## src/rtl/wb_trace_pkg.sv

```systemverilog
// Shared constants, serializer state type and frame byte selection for the write-back tracer.
// Optional feature macro: WB_TRACE_TIMESTAMP_EN (adds a 16-bit cycle stamp to entries/frames).
package wb_trace_pkg;

    localparam logic [7:0] SYNC_BYTE = 8'hA5;

`ifdef WB_TRACE_TIMESTAMP_EN
    localparam int unsigned TS_W = 16;
`else
    localparam int unsigned TS_W = 0;
`endif

    // Entry layout: {dest[4:0], data[31:0]} optionally followed by ts[15:0].
    localparam int unsigned ENTRY_W     = 5 + 32 + TS_W;
    localparam int unsigned FRAME_BYTES = 6 + TS_W / 8;

    typedef enum logic [1:0] {IDLE, START, DATA, STOP} state_e;

    // Byte idx of the frame that carries the given entry.
    function automatic logic [7:0] frame_byte(input logic [ENTRY_W-1:0] entry,
                                              input logic [2:0]         idx);
        logic [4:0]  dest;
        logic [31:0] data;
        logic [7:0]  b;
        dest = entry[ENTRY_W-1 -: 5];
        data = entry[ENTRY_W-6 -: 32];
        b    = SYNC_BYTE;
        case (idx)
            3'd0:    b = SYNC_BYTE;
            3'd1:    b = {3'b000, dest};
            3'd2:    b = data[31:24];
            3'd3:    b = data[23:16];
            3'd4:    b = data[15:8];
            3'd5:    b = data[7:0];
`ifdef WB_TRACE_TIMESTAMP_EN
            3'd6:    b = entry[15:8];
            3'd7:    b = entry[7:0];
`endif
            default: b = SYNC_BYTE;
        endcase
        return b;
    endfunction

endpackage

```

## src/rtl/trace_fifo.sv

```systemverilog
// Synchronous trace FIFO. A push while full is only taken when a pop happens in the same cycle.
module trace_fifo
    import wb_trace_pkg::*;
#(
    parameter int unsigned DEPTH = 16,
    parameter int unsigned WIDTH = ENTRY_W
) (
    input  logic                     clk,
    input  logic                     rst_n,
    input  logic                     push_i,
    input  logic [WIDTH-1:0]         wdata_i,
    input  logic                     pop_i,
    output logic [WIDTH-1:0]         rdata_o,
    output logic                     full_o,
    output logic                     empty_o,
    output logic [$clog2(DEPTH):0]   level_o
);
    localparam int unsigned AW = $clog2(DEPTH);
    localparam logic [AW:0] FullCount = (AW+1)'(DEPTH);

    logic [WIDTH-1:0] mem_q [DEPTH];
    logic [AW-1:0]    wr_ptr_q, wr_ptr_d, rd_ptr_q, rd_ptr_d;
    logic [AW:0]      count_q, count_d;
    logic             do_push, do_pop;

    assign full_o  = (count_q == FullCount);
    assign empty_o = (count_q == '0);
    assign level_o = count_q;
    assign rdata_o = mem_q[rd_ptr_q];

    // Pointer and occupancy next-state.
    always_comb begin
        do_pop   = pop_i && !empty_o;
        do_push  = push_i && (!full_o || do_pop);
        wr_ptr_d = wr_ptr_q;
        rd_ptr_d = rd_ptr_q;
        count_d  = count_q;
        if (do_push) wr_ptr_d = wr_ptr_q + AW'(1);
        if (do_pop)  rd_ptr_d = rd_ptr_q + AW'(1);
        case ({do_push, do_pop})
            2'b10:   count_d = count_q + (AW+1)'(1);
            2'b01:   count_d = count_q - (AW+1)'(1);
            default: count_d = count_q;
        endcase
    end

    // Pointer and occupancy registers.
    always_ff @(posedge clk or negedge rst_n) begin
        if (!rst_n) begin
            wr_ptr_q <= '0;
            rd_ptr_q <= '0;
            count_q  <= '0;
        end else begin
            wr_ptr_q <= wr_ptr_d;
            rd_ptr_q <= rd_ptr_d;
            count_q  <= count_d;
        end
    end

    // Storage; contents need no reset since occupancy guards every read.
    always_ff @(posedge clk) begin
        if (do_push) mem_q[wr_ptr_q] <= wdata_i;
    end

endmodule

```

## src/rtl/wb_trace_uart.sv

```systemverilog
// Captures register write-backs (dest != 0) into a FIFO and streams each as a UART 8N1 frame:
// A5, {000,dest}, data[31:24..7:0] (plus ts[15:8], ts[7:0] with WB_TRACE_TIMESTAMP_EN).
module wb_trace_uart
    import wb_trace_pkg::*;
#(
    parameter int unsigned DEPTH        = 16,
    parameter int unsigned CLKS_PER_BIT = 868
) (
    input  logic                   clk,
    input  logic                   rst_n,
    input  logic                   wb_regwrite,
    input  logic [4:0]             wb_dest,
    input  logic [31:0]            wb_data,
    output logic                   tx,
    output logic                   busy,
    output logic                   overflow,
    output logic [$clog2(DEPTH):0] level
);
    localparam int unsigned BaudW    = $clog2(CLKS_PER_BIT);
    localparam logic [BaudW-1:0] BaudLast = BaudW'(CLKS_PER_BIT - 1);
    localparam logic [2:0]       LastByte = 3'(FRAME_BYTES - 1);

    logic               push_req, pop;
    logic [ENTRY_W-1:0] entry, fifo_rdata;
    logic               fifo_full, fifo_empty;

    state_e             state_q, state_d;
    logic [BaudW-1:0]   baud_q, baud_d;
    logic [2:0]         bit_idx_q, bit_idx_d;
    logic [2:0]         byte_idx_q, byte_idx_d;
    logic [ENTRY_W-1:0] frame_q, frame_d;
    logic               tx_q, tx_d;
    logic               overflow_q, overflow_d;
    logic [7:0]         cur_byte;

    assign push_req = wb_regwrite && (wb_dest != 5'd0);

`ifdef WB_TRACE_TIMESTAMP_EN
    logic [15:0] ts_q;

    // Free-running cycle stamp; wraps 0xFFFF -> 0.
    always_ff @(posedge clk or negedge rst_n) begin
        if (!rst_n) ts_q <= '0;
        else        ts_q <= ts_q + 16'd1;
    end

    assign entry = {wb_dest, wb_data, ts_q};
`else
    assign entry = {wb_dest, wb_data};
`endif

    trace_fifo #(
        .DEPTH (DEPTH),
        .WIDTH (ENTRY_W)
    ) u_fifo (
        .clk     (clk),
        .rst_n   (rst_n),
        .push_i  (push_req),
        .wdata_i (entry),
        .pop_i   (pop),
        .rdata_o (fifo_rdata),
        .full_o  (fifo_full),
        .empty_o (fifo_empty),
        .level_o (level)
    );

    // Serializer next-state; tx is registered from the current state so it lags by one cycle.
    always_comb begin
        state_d    = state_q;
        baud_d     = baud_q;
        bit_idx_d  = bit_idx_q;
        byte_idx_d = byte_idx_q;
        frame_d    = frame_q;
        pop        = 1'b0;
        cur_byte   = frame_byte(frame_q, byte_idx_q);
        tx_d       = 1'b1;
        case (state_q)
            IDLE: begin
                if (!fifo_empty) begin
                    pop        = 1'b1;
                    frame_d    = fifo_rdata;
                    byte_idx_d = '0;
                    bit_idx_d  = '0;
                    baud_d     = '0;
                    state_d    = START;
                end
            end
            START: begin
                tx_d = 1'b0;
                if (baud_q == BaudLast) begin
                    baud_d    = '0;
                    bit_idx_d = '0;
                    state_d   = DATA;
                end else begin
                    baud_d = baud_q + BaudW'(1);
                end
            end
            DATA: begin
                tx_d = cur_byte[bit_idx_q];
                if (baud_q == BaudLast) begin
                    baud_d = '0;
                    if (bit_idx_q == 3'd7) state_d = STOP;
                    else                   bit_idx_d = bit_idx_q + 3'd1;
                end else begin
                    baud_d = baud_q + BaudW'(1);
                end
            end
            STOP: begin
                if (baud_q == BaudLast) begin
                    baud_d = '0;
                    if (byte_idx_q == LastByte) begin
                        state_d = IDLE;
                    end else begin
                        byte_idx_d = byte_idx_q + 3'd1;
                        state_d    = START;
                    end
                end else begin
                    baud_d = baud_q + BaudW'(1);
                end
            end
            default: state_d = IDLE;
        endcase
    end

    // A push is dropped only when full and nothing leaves in the same cycle.
    always_comb begin
        overflow_d = overflow_q | (push_req & fifo_full & ~pop);
    end

    // Serializer and status registers.
    always_ff @(posedge clk or negedge rst_n) begin
        if (!rst_n) begin
            state_q    <= IDLE;
            baud_q     <= '0;
            bit_idx_q  <= '0;
            byte_idx_q <= '0;
            frame_q    <= '0;
            tx_q       <= 1'b1;
            overflow_q <= 1'b0;
        end else begin
            state_q    <= state_d;
            baud_q     <= baud_d;
            bit_idx_q  <= bit_idx_d;
            byte_idx_q <= byte_idx_d;
            frame_q    <= frame_d;
            tx_q       <= tx_d;
            overflow_q <= overflow_d;
        end
    end

    assign tx       = tx_q;
    assign busy     = (state_q != IDLE);
    assign overflow = overflow_q;

endmodule

```

## config.mk

```make
export PLATFORM = sky130hd
export DESIGN_NAME = wb_trace_uart
export DESIGN_NICKNAME = d
export VERILOG_FILES = /design/src/rtl/wb_trace_pkg.sv /design/src/rtl/trace_fifo.sv /design/src/rtl/wb_trace_uart.sv
export SDC_FILE = /design/constraint.sdc
export NUM_CORES = 1
export LEC_CHECK = 0
export ABC_CLOCK_PERIOD_IN_PS = 6400
export BUFFER_PORTS_ARGS = -buffer_cell sky130_fd_sc_hd__buf_2
export CAP_MARGIN = 15
export CELL_PAD_IN_SITES_DETAIL_PLACEMENT = 1
export CELL_PAD_IN_SITES_GLOBAL_PLACEMENT = 1
export CORE_AREA = 3 3 213 215
export DETAILED_ROUTE_END_ITERATION = 8
export DIE_AREA = 0 0 216 218
export GPL_ROUTABILITY_DRIVEN = 0
export PLACE_DENSITY_LB_ADDON = 0.12
export RECOVER_POWER = 50
export SKIP_CTS_REPAIR_TIMING = 1
export SLEW_MARGIN = 30
export SYNTH_ARGS = -nofsm -noshare
export SYNTH_HDL_FRONTEND = slang
export SYNTH_SLANG_ARGS = --single-unit
```

## constraint.sdc

```tcl
create_clock -name clk -period 6.4 [get_ports clk]
set_input_delay 0.96 -clock clk [delete_from_list [all_inputs] [get_ports clk]]
set_output_delay 0.96 -clock clk [all_outputs]
set_load 0.05 [all_outputs]
```

==> results of run 1 <==
==> final cells by class <==
class | count | area share (%)
clock buffers | 83 | 6.120
repair buffers | 71 | 1.481
clock inverters | 34 | 0.8013
flip-flops and latches | 662 | 67.65
multi-input cells | 498 | 21.11
well taps | 592 | 2.564
inverters | 21 | 0.2729
==> state kept, by name, indices dropped and copies added (netlist names) <==
name             count
u_fifo.mem_q       592
baud_q              10
byte_idx_q           3
u_fifo.level_o       5
tx                   1
overflow             1
u_fifo.rd_ptr_q      4
frame_q             37
u_fifo.wr_ptr_q      4
bit_idx_q            3
state_q              2
==> per-layer routing <==
metal  up-vias  part of all wire, %  track usage (%)
met1      6791                   42            36.92
met3        79                  6.1            4.723
met5         -                0.029                0
met2       403                   50            41.61
met4         2                  2.2            7.354
li1       5238                    -                -
==> critical path: stages <==
cell and delay [ps]:
clkbuf_1 280, or4_1 590, o21ai_0 1020, and2_1 420, inv_1 90, fa_1 410, nor2b_1 120, o21ai_0 110
a2111oi_0 420, a31oi_1 110, xnor2_1 140
==> kinds of logic after synthesis <==
| group | count (synthesis) | synth area share [%] |
|---|---|---|
| flops | 662 | 75.17 |
| simple gates | 193 | 3.342 |
| mux | 191 | 16.28 |
| compound gates | 82 | 2.225 |
| buf+inv | 82 | 1.565 |
| fa+ha+maj | 22 | 1.088 |
| xor+xnor | 10 | 0.3371 |
==> cells in the mapped netlist (3+ instances only) <==
library cell,count,share of area (%)
a2111oi_0,3,0.10
dfrtp_1,69,6.6
buf_2,10,0.19
mux2i_1,4,0.15
a31oi_1,5,0.12
clkbuf_1,33,0.48
inv_1,21,0.30
a22oi_1,5,0.14
o21ai_1,4,0.077
buf_1,6,0.087
buf_6,11,0.48
a221oi_1,9,0.30
mux4_2,185,16
o21ai_0,14,0.27
a21oi_1,10,0.19
a21o_1,4,0.12
nor2b_1,4,0.096
a22o_1,6,0.20
edfxtp_1,592,68
xnor2_1,10,0.34
nand2_1,135,2.0
and2_1,14,0.34
nand4_1,7,0.17
nor2_1,10,0.14
nand3_1,6,0.12
ha_1,21,1.0
o22ai_1,3,0.072
o31ai_1,3,0.087
==> worst min path at each step <==
| stage | startpoint | to | slack, ps | cells past startpoint |
|---|---|---|---|---|
| 5_1_grt | rst_n | u_fifo.level_o[0] | 410 | 1 |
| 3_5_place_dp | frame_q[8] | frame_q[8] | 470 | 2 |
| 2_1_floorplan | baud_q[9] | baud_q[9] | 440 | 1 |
| 4_1_cts | frame_q[8] | frame_q[8] | 480 | 2 |
| 6_report | rst_n | u_fifo.wr_ptr_q[3] | 360 | 1 |
| 3_3_place_gp | baud_q[9] | baud_q[9] | 460 | 1 |
==> stage by stage <==
| stage | power [mW] | hold slack, ps | instances | util [%] |
|---|---|---|---|---|
| 2_1_floorplan | 5.741 | 438.0 | 1242 | - |
| 3_3_place_gp | 6.092 | 455.9 | 1842 | 61.19 |
| 3_5_place_dp | 6.156 | 469.7 | 1844 | 61.31 |
| 4_1_cts | 9.770 | 483.6 | 1961 | 65.86 |
| 5_1_grt | 10.03 | 410.3 | 1961 | 65.75 |
| 6_report | 9.680 | 363.2 | 1961 | 65.75 |
==> power by group <==
part	switching [mW]	total [mW]	leakage, nW	internal [mW]
Clock	1.58	3.63	0.986	2.04
Combinational	0.569	0.813	2.31	0.244
Sequential	0.121	5.24	6.19	5.12
Total	2.27	9.68	9.48	7.41
==> metrics.txt, run 1 <==
Vias 12513; FILL cells between 3000 and 4000; most frequent cells in the layout edfxtp_1, mux4_2, nand2_1; first-pass GRT wire length 88.11 mm; Initial DRT Pass Iterations 6; Synth-to-Final Area Change 11.18%; vias per cell 6.381; Synthesis Warnings 0; # IOs 48; Reg2Reg Launch Point state_q[0]; Avg WL per Cell 29.64 microns; post-synthesis cell type count 59; n_diodes 0; Post-synth ARST share 10.57%; DP Area about 27000 sq um; Worst R2R Path Depth 11; Setup WS post-layout around 2200 ps; max-cap viol count 0; area of the die 47090 sq um; Worst Path Max Fanout 17; GRT Total Usage between 20% and 30%; leakage power 9.478 nW; Design Area, Final 28890 sq um; RSZ-0062 raised after global routing false; Post-synth EDFFs 592; global route overflow 0; clock latency on the worst-skew pair approximately 610 ps; worst setup path startpoint wb_dest[0]; fin nets around 1400; Post-synth top flop edfxtp_1; critical path required time 6870 ps; Detail Route Antenna Nets 0; Core Footprint about 44000 sq um; Final period util ~66%; layout cell share with drive strength beyond 1 approximately a quarter; largest net degree at the start of global routing 86; PD cells 335.1 nW/um^2; Fmax achieved 0.2377 GHz; Post-Route Skew 23.44 ps; Die Wd 216 microns; Post-Place Setup Slack 2314 ps; height of the die 218 microns; DRT Wirelength about 58 mm; Slew Limit Fails 0; Initial Utilization 59.14%; final setup fails 0; Mapped Cells 1242; worst reg2reg path endpoint u_fifo.level_o[4]; peak supply drop 330.6 uV; initial antenna violation count 2; reg2reg setup slack around 2700 ps; CP startpoint kind input pin; FF+latch count, synth 662; Multi-input gate area approximately 6000 sq um; min cycle time layout 4206 ps; status finished, final reports clean; drt drc 0; register area share after synthesis 75.17%; Clock Tree Buf Depth 3; crit path to u_fifo.level_o[4]; Post-DP HPWL 31.84 mm; syn nets 1304; PortBufs 47; max_slew headroom 10.79%; Hold Fails Final Rpt 0; worst hold path type in2async; Critical Path Sink Type flop; H-tree levels 3; Worst Tran Pin Value ~1300 ps; setup TNS 0 ps; CTS Buf Count 67; Setup CP Type in2reg; Post-Synthesis Cell Area 25980 sq um; clock transition at the registers of the reported paths 60 ps; Site Rows a little under 80; drt initial violations roughly 1300; FF+latch area a little under 20000 sq um; via count of the first global-routing pass about 13000; Arrival @ worst endpoint between 4000 and 5000 ps; clock root buffer clkbuf_16; synthesized area per cell 20.92 sq um; clk sinks 662; CTS tree built; commonest non-fill, non-tap cell in the layout edfxtp_1
Power figures use the tool's default switching activity.
==> run 2, diff against run 1 <==
- ABC_CLOCK_PERIOD_IN_PS: 6400 -> 4050
- CORE_AREA: 3 3 213 215 -> 3 3 222 224
- DIE_AREA: 0 0 216 218 -> 0 0 225 227
- clock period: 6.4 -> 4.05 ns (I/O delays scaled with it)
==> metrics.txt, run 2 (same netlist as run 1, synthesis figures left out) <==
status finished, final reports clean; Clock Tree Buf Depth 3 (unchanged); FF+latch area 19540 sq um (unchanged); Placed Cells 1876 (+1.7%); worst setup path startpoint state_q[0]; DRT Wirelength 60.85 mm (+4.7%); max-cap viol count 0 (unchanged); RSZ-0062 raised after global routing false; fin nets 1395 (+0.87%); GRT Total Usage 24.83% (-0.87 points); Core Footprint 47550 sq um (+8.2%); cell family with most CP delay simple AND/OR/NAND/NOR gates; drt initial violations 1272 (+1.3%); vias per cell 6.269 (-1.8%); Post-DP HPWL 37.55 mm (+18%); CTS Buf Count 69 (+3.0%); worst hold path type in2async; layout cell share with drive strength beyond 1 25.16% (+0.69 points); Synth-to-Final Area Change 12.79%; PortBufs 47 (unchanged); worst reg2reg path endpoint u_fifo.mem_q[12][9]; Top reg by flops u_fifo.mem_q; Critical Path Sink Type flop; Multi-input gate area 6090 sq um (-0.12%); Post-Route Utilization 61.63% (-4.1 points); initial antenna violation count 5 (+3); clock transition at the registers of the reported paths 60 ps (about the same); drt drc 0 (unchanged); Detail Route Antenna Nets 0 (unchanged); final setup fails 0 (unchanged); most frequent cells in the layout edfxtp_1, mux4_2, nand2_1; PD cells 536.6 nW/um^2 (+60%); largest net degree at the start of global routing 71 (-17%); Reg2Reg Launch Point state_q[0]; Post-Layout Cell Count 1999 (+1.9%); max_slew headroom 31.51% (+21 points); Arrival @ worst endpoint 3660 ps (-1010 ps); Initial DRT Pass Iterations 5 (-1); Fmax achieved 0.2954 GHz; crit-path cells inv_1 > ha_1 > nor3b_1 > nor2_1 > nand3_1 > nor2_4 > buf_12; crit path buf inv count 2 (unchanged); CP startpoint kind flop; clk sinks 662 (unchanged); clock latency on the worst-skew pair 600 ps (about the same); CTS tree built; global route overflow 0 (unchanged); Worst Path Max Fanout 26 (+9); FILL cells 3894 (+9.6%); peak supply drop 446.9 uV (+35%); Avg WL per Cell 30.44 microns (+2.7%); critical path required time 4330 ps (-2540 ps); max reg flops 592 (unchanged); biggest cell delay along the critical path 560 ps (-460 ps); Site Rows 80 (+3.9%); Vias 12531 (+0.14%); via count of the first global-routing pass 13377 (-0.39%); commonest non-fill, non-tap cell in the layout edfxtp_1; H-tree levels 3 (unchanged); setup TNS 0 ps (unchanged); Final period util 83.58%; Initial Utilization 54.65% (-4.5 points); leakage power 9.632 nW (+1.6%); Worst Tran Pin Value 1027 ps (-296.9 ps); min cycle time layout 3385 ps; first-pass GRT wire length 91.07 mm (+3.4%); height of the die 227 microns (+4.1%); # IOs 48 (unchanged); CP max stage cell nor2_4; reg2reg setup slack 660 ps (-2020 ps); clock root buffer clkbuf_16; Die Wd 225 microns (+4.2%); area of the die 51080 sq um (+8.5%); Hold Fails Final Rpt 0 (unchanged); Setup CP Type reg2reg; Slew Limit Fails 0 (unchanged); Post-Route Skew 24.22 ps (+0.7795 ps); Worst R2R Path Depth 7 (-4); largest registers u_fifo.mem_q: 592 flops, frame_q: 37 flops, baud_q: 10 flops
-- run 2: cell types whose count changed in the layout (fill, tap and decap cells not counted), moves of 2 or more --
cell	change
o21ai_1	+2
buf_2	-2
clkbuf_16	+5
buf_12	+12
inv_6	-4
clkbuf_1	+2
clkinv_2	-2
clkinvlp_4	+3
bufinv_16	+3
o21ai_0	-3
-- run 2: per-layer routing --
metal | GRT usage, % | vias to the layer above | part of all wire, %
met4 | 6.459 | 4 | 1.8
met3 | 4.178 | 78 | 6.4
met5 | 0 | - | 0.036
li1 | - | 5269 | -
met1 | 36.36 | 6741 | 43
met2 | 39.96 | 439 | 49
-- run 2: worst max path at each step --
stage | end | slack (ps) | depth (start not counted)
final | u_fifo.mem_q[12][9] | 660 | 7
after CTS | u_fifo.mem_q[12][9] | 930 | 7
after detailed placement | u_fifo.level_o[4] | 650 | 11
after global routing | u_fifo.mem_q[12][9] | 370 | 7
after floorplan | u_fifo.mem_q[12][0] | 600 | 5
after global placement | u_fifo.level_o[4] | 670 | 11
-- run 2: where the power goes --
group          leakage (nW)  switching [mW]  internal [mW]
sequential             6.19           0.191           8.09
clock                  1.06            2.53           3.60
combinational          2.38           0.908          0.407
-- run 2: worst register-to-register path, delay by kind of cell (launching register included) --
family / cells / cell delay, ps
and+or+nand+nor: 4 / 1780
buffers and inverters: 2 / 450
adders and majority gates: 1 / 420
DFF: 1 / 410
-- run 2: layout make-up --
| type | instances | area share (%) |
|---|---|---|
| Tap cell | 615 | 2.626 |
| Inverter | 21 | 0.2690 |
| Sequential cell | 662 | 66.69 |
| Multi-Input combinational cell | 498 | 20.78 |
| Clock inverter | 34 | 1.063 |
| Clock buffer | 87 | 6.413 |
| Timing Repair Buffer | 81 | 2.152 |
| Antenna cell | 1 | 0.008539 |
-- run 2: stage by stage --
step / power (mW) / hold WS [ps] / worst slack, ps / cell area [sq um]
3_3_place_gp: 9.692 / 459.9 / 673.2 / 27140
5_1_grt: 16.28 / 72.05 / 374.9 / 29300
2_1_floorplan: 9.072 / 311.9 / 598.3 / 25980
3_5_place_dp: 9.759 / 466.2 / 648.6 / 27140
6_report: 15.72 / 14.22 / 664.9 / 29300
4_1_cts: 15.90 / 167.6 / 926.3 / 29330
==> run 3, diff against run 2 <==
- ABC_CLOCK_PERIOD_IN_PS: 4050 -> 3100
- CORE_AREA: 3 3 222 224 -> 3 3 232 234
- DIE_AREA: 0 0 225 227 -> 0 0 235 237
- clock period: 4.05 -> 3.1 ns (I/O delays scaled with it)
==> metrics.txt, run 3 (same netlist as run 1, synthesis figures left out) <==
DRT Wirelength 60.38 mm (-0.77%); Post-Layout Cell Count 2107 (+5.4%); Initial Utilization 49.74% (-4.9 points); peak supply drop 784.4 uV (+76%); layout cell share with drive strength beyond 1 26.85% (+1.7 points); via count of the first global-routing pass 13532 (+1.2%); max reg flops 592 (unchanged); Placed Cells 1972 (+5.1%); Worst Path Max Fanout 5 (-81%); max_slew headroom -21.19% (-53 points); Final period util 93.05% (+9.5 points); Multi-input gate area 6103 sq um (+0.23%); Core Footprint 52240 sq um (+9.9%); setup TNS 0 ps (unchanged); clk sinks 662 (unchanged); Die Wd 235 microns (+4.4%); fin nets 1422 (+1.9%); final setup fails 0 (unchanged); clock root buffer clkbuf_16; height of the die 237 microns (+4.4%); most frequent cells in the layout edfxtp_1, mux4_2, nand2_1; Slew Limit Fails 71 (+71); Initial DRT Pass Iterations 5 (unchanged); clock transition at the registers of the reported paths 60 ps (about the same); worst hold path type in2reg; global route overflow 0 (unchanged); largest net degree at the start of global routing 71 (unchanged); Post-DP HPWL 35.63 mm (-5.1%); PD cells 715.4 nW/um^2 (+33%); Hold Fails Final Rpt 0 (unchanged); Critical Path Sink Type flop; RSZ-0062 raised after global routing false; Avg WL per Cell 28.66 microns (-5.9%); Setup CP Type reg2reg; Fmax achieved 0.3467 GHz (+17%); Post-Route Utilization 57.34% (-4.3 points); CTS Buf Count 73 (+5.8%); Hold Crit Start wb_dest[0]; CP startpoint kind flop; FF+latch area 19540 sq um (unchanged); worst setup path startpoint u_fifo.level_o[1]; first-pass GRT wire length 90.91 mm (-0.17%); CTS tree built; Setup WS post-layout 215.5 ps (-449.4 ps); # IOs 48 (unchanged); n_diodes 0 (-1); Arrival @ worst endpoint 3360 ps (-300 ps); Site Rows 84 (+5.0%); leakage power 9.895 nW (+2.7%); max-cap viol count 1 (+1); GRT Total Usage 22.17% (-2.7 points); H-tree levels 3 (unchanged); Vias 12584 (+0.42%); vias per cell 5.972 (-4.7%); commonest non-fill, non-tap cell in the layout edfxtp_1; Clock Tree Buf Depth 3 (unchanged); initial antenna violation count 1 (-4); critical path required time 3580 ps (-750 ps); drt drc 0 (unchanged); status finished, violations left; Post-Place Setup Slack -48.91 ps (-697.5 ps); area of the die 55700 sq um (+9.0%); Worst Tran Pin Value 1818 ps (+790.6 ps); Detail Route Antenna Nets 0 (unchanged); Hold WS 226.9 ps (+212.7 ps); FILL cells 4423 (+14%); Reg2Reg Launch Point u_fifo.level_o[1]; Synth-to-Final Area Change 15.27%; min cycle time layout 2884 ps (-500.6 ps); Top reg by flops u_fifo.mem_q; Post-Route Skew 16.17 ps (-8.044 ps); largest registers u_fifo.mem_q: 592 flops, frame_q: 37 flops, baud_q: 10 flops; PortBufs 47 (unchanged); clock latency on the worst-skew pair 600 ps (about the same); drt initial violations 1157 (-9.0%); failing checks capacitance limit, slew limit
run 3: changes by cell type in the layout (fill, tap and decap cells not counted), sizes merged, moves of 2 or more:
cell    previous run  this run
clkbuf           126       132
buf               42        58
clkinv            25        32
bufinv             5         9
inv               22        24
run 3: worst paths after layout:
kind,to,slack (ps),cells after the start
min in group asynchronous,baud_q[3],900,2
max in group asynchronous,u_fifo.rd_ptr_q[2],880,2
setup / recovery,u_fifo.level_o[4],220,10
hold / removal,u_fifo.mem_q[12][32],230,1
hold reg to reg,frame_q[6],480,2
setup reg to reg,u_fifo.level_o[4],220,10
run 3: worst max-delay path, cell delays in order (launching register included):
cell and delay (ps):
dfrtp_1 420, or4_4 610, o21a_2 240, and2_1 140, buf_4 160, ha_1 290
nor2b_1 120, o21ai_0 100, a2111oi_0 420, a31oi_1 110, xnor2_1 140
run 3: area by class of cell:
cell class	count	share of cell area, %
timing repair buffer	104	3.008
multi-input combinational	498	20.38
clock buffer	87	6.559
clock inverter	47	1.667
sequential	662	65.25
inverter	21	0.2632
tap	688	2.874
run 3: per-layer routing:
layer | vias up | global-route usage [%] | wire length, microns
li1 | 5337 | - | -
met1 | 6829 | 31.41 | 26300
met2 | 340 | 36.66 | 30230
met3 | 78 | 3.680 | 2686
met4 | 0 | 5.287 | 1163
met5 | - | 0 | 0
run 3: stage by stage:
| stage | area, sq um | total power, mW |
|---|---|---|
| after floorplan | 25980 | 11.85 |
| after global placement | 27540 | 12.77 |
| after detailed placement | 27540 | 12.86 |
| after CTS | 30010 | 21.66 |
| after global routing | 29950 | 22.19 |
| final | 29950 | 21.43 |
run 3: where the power goes:
group | total (mW) | switching [mW] | leakage [nW] | internal, mW
Sequential | 10.8 | 0.232 | 6.19 | 10.6
Clock | 8.80 | 3.49 | 1.20 | 5.31
Combinational | 1.84 | 1.22 | 2.51 | 0.620
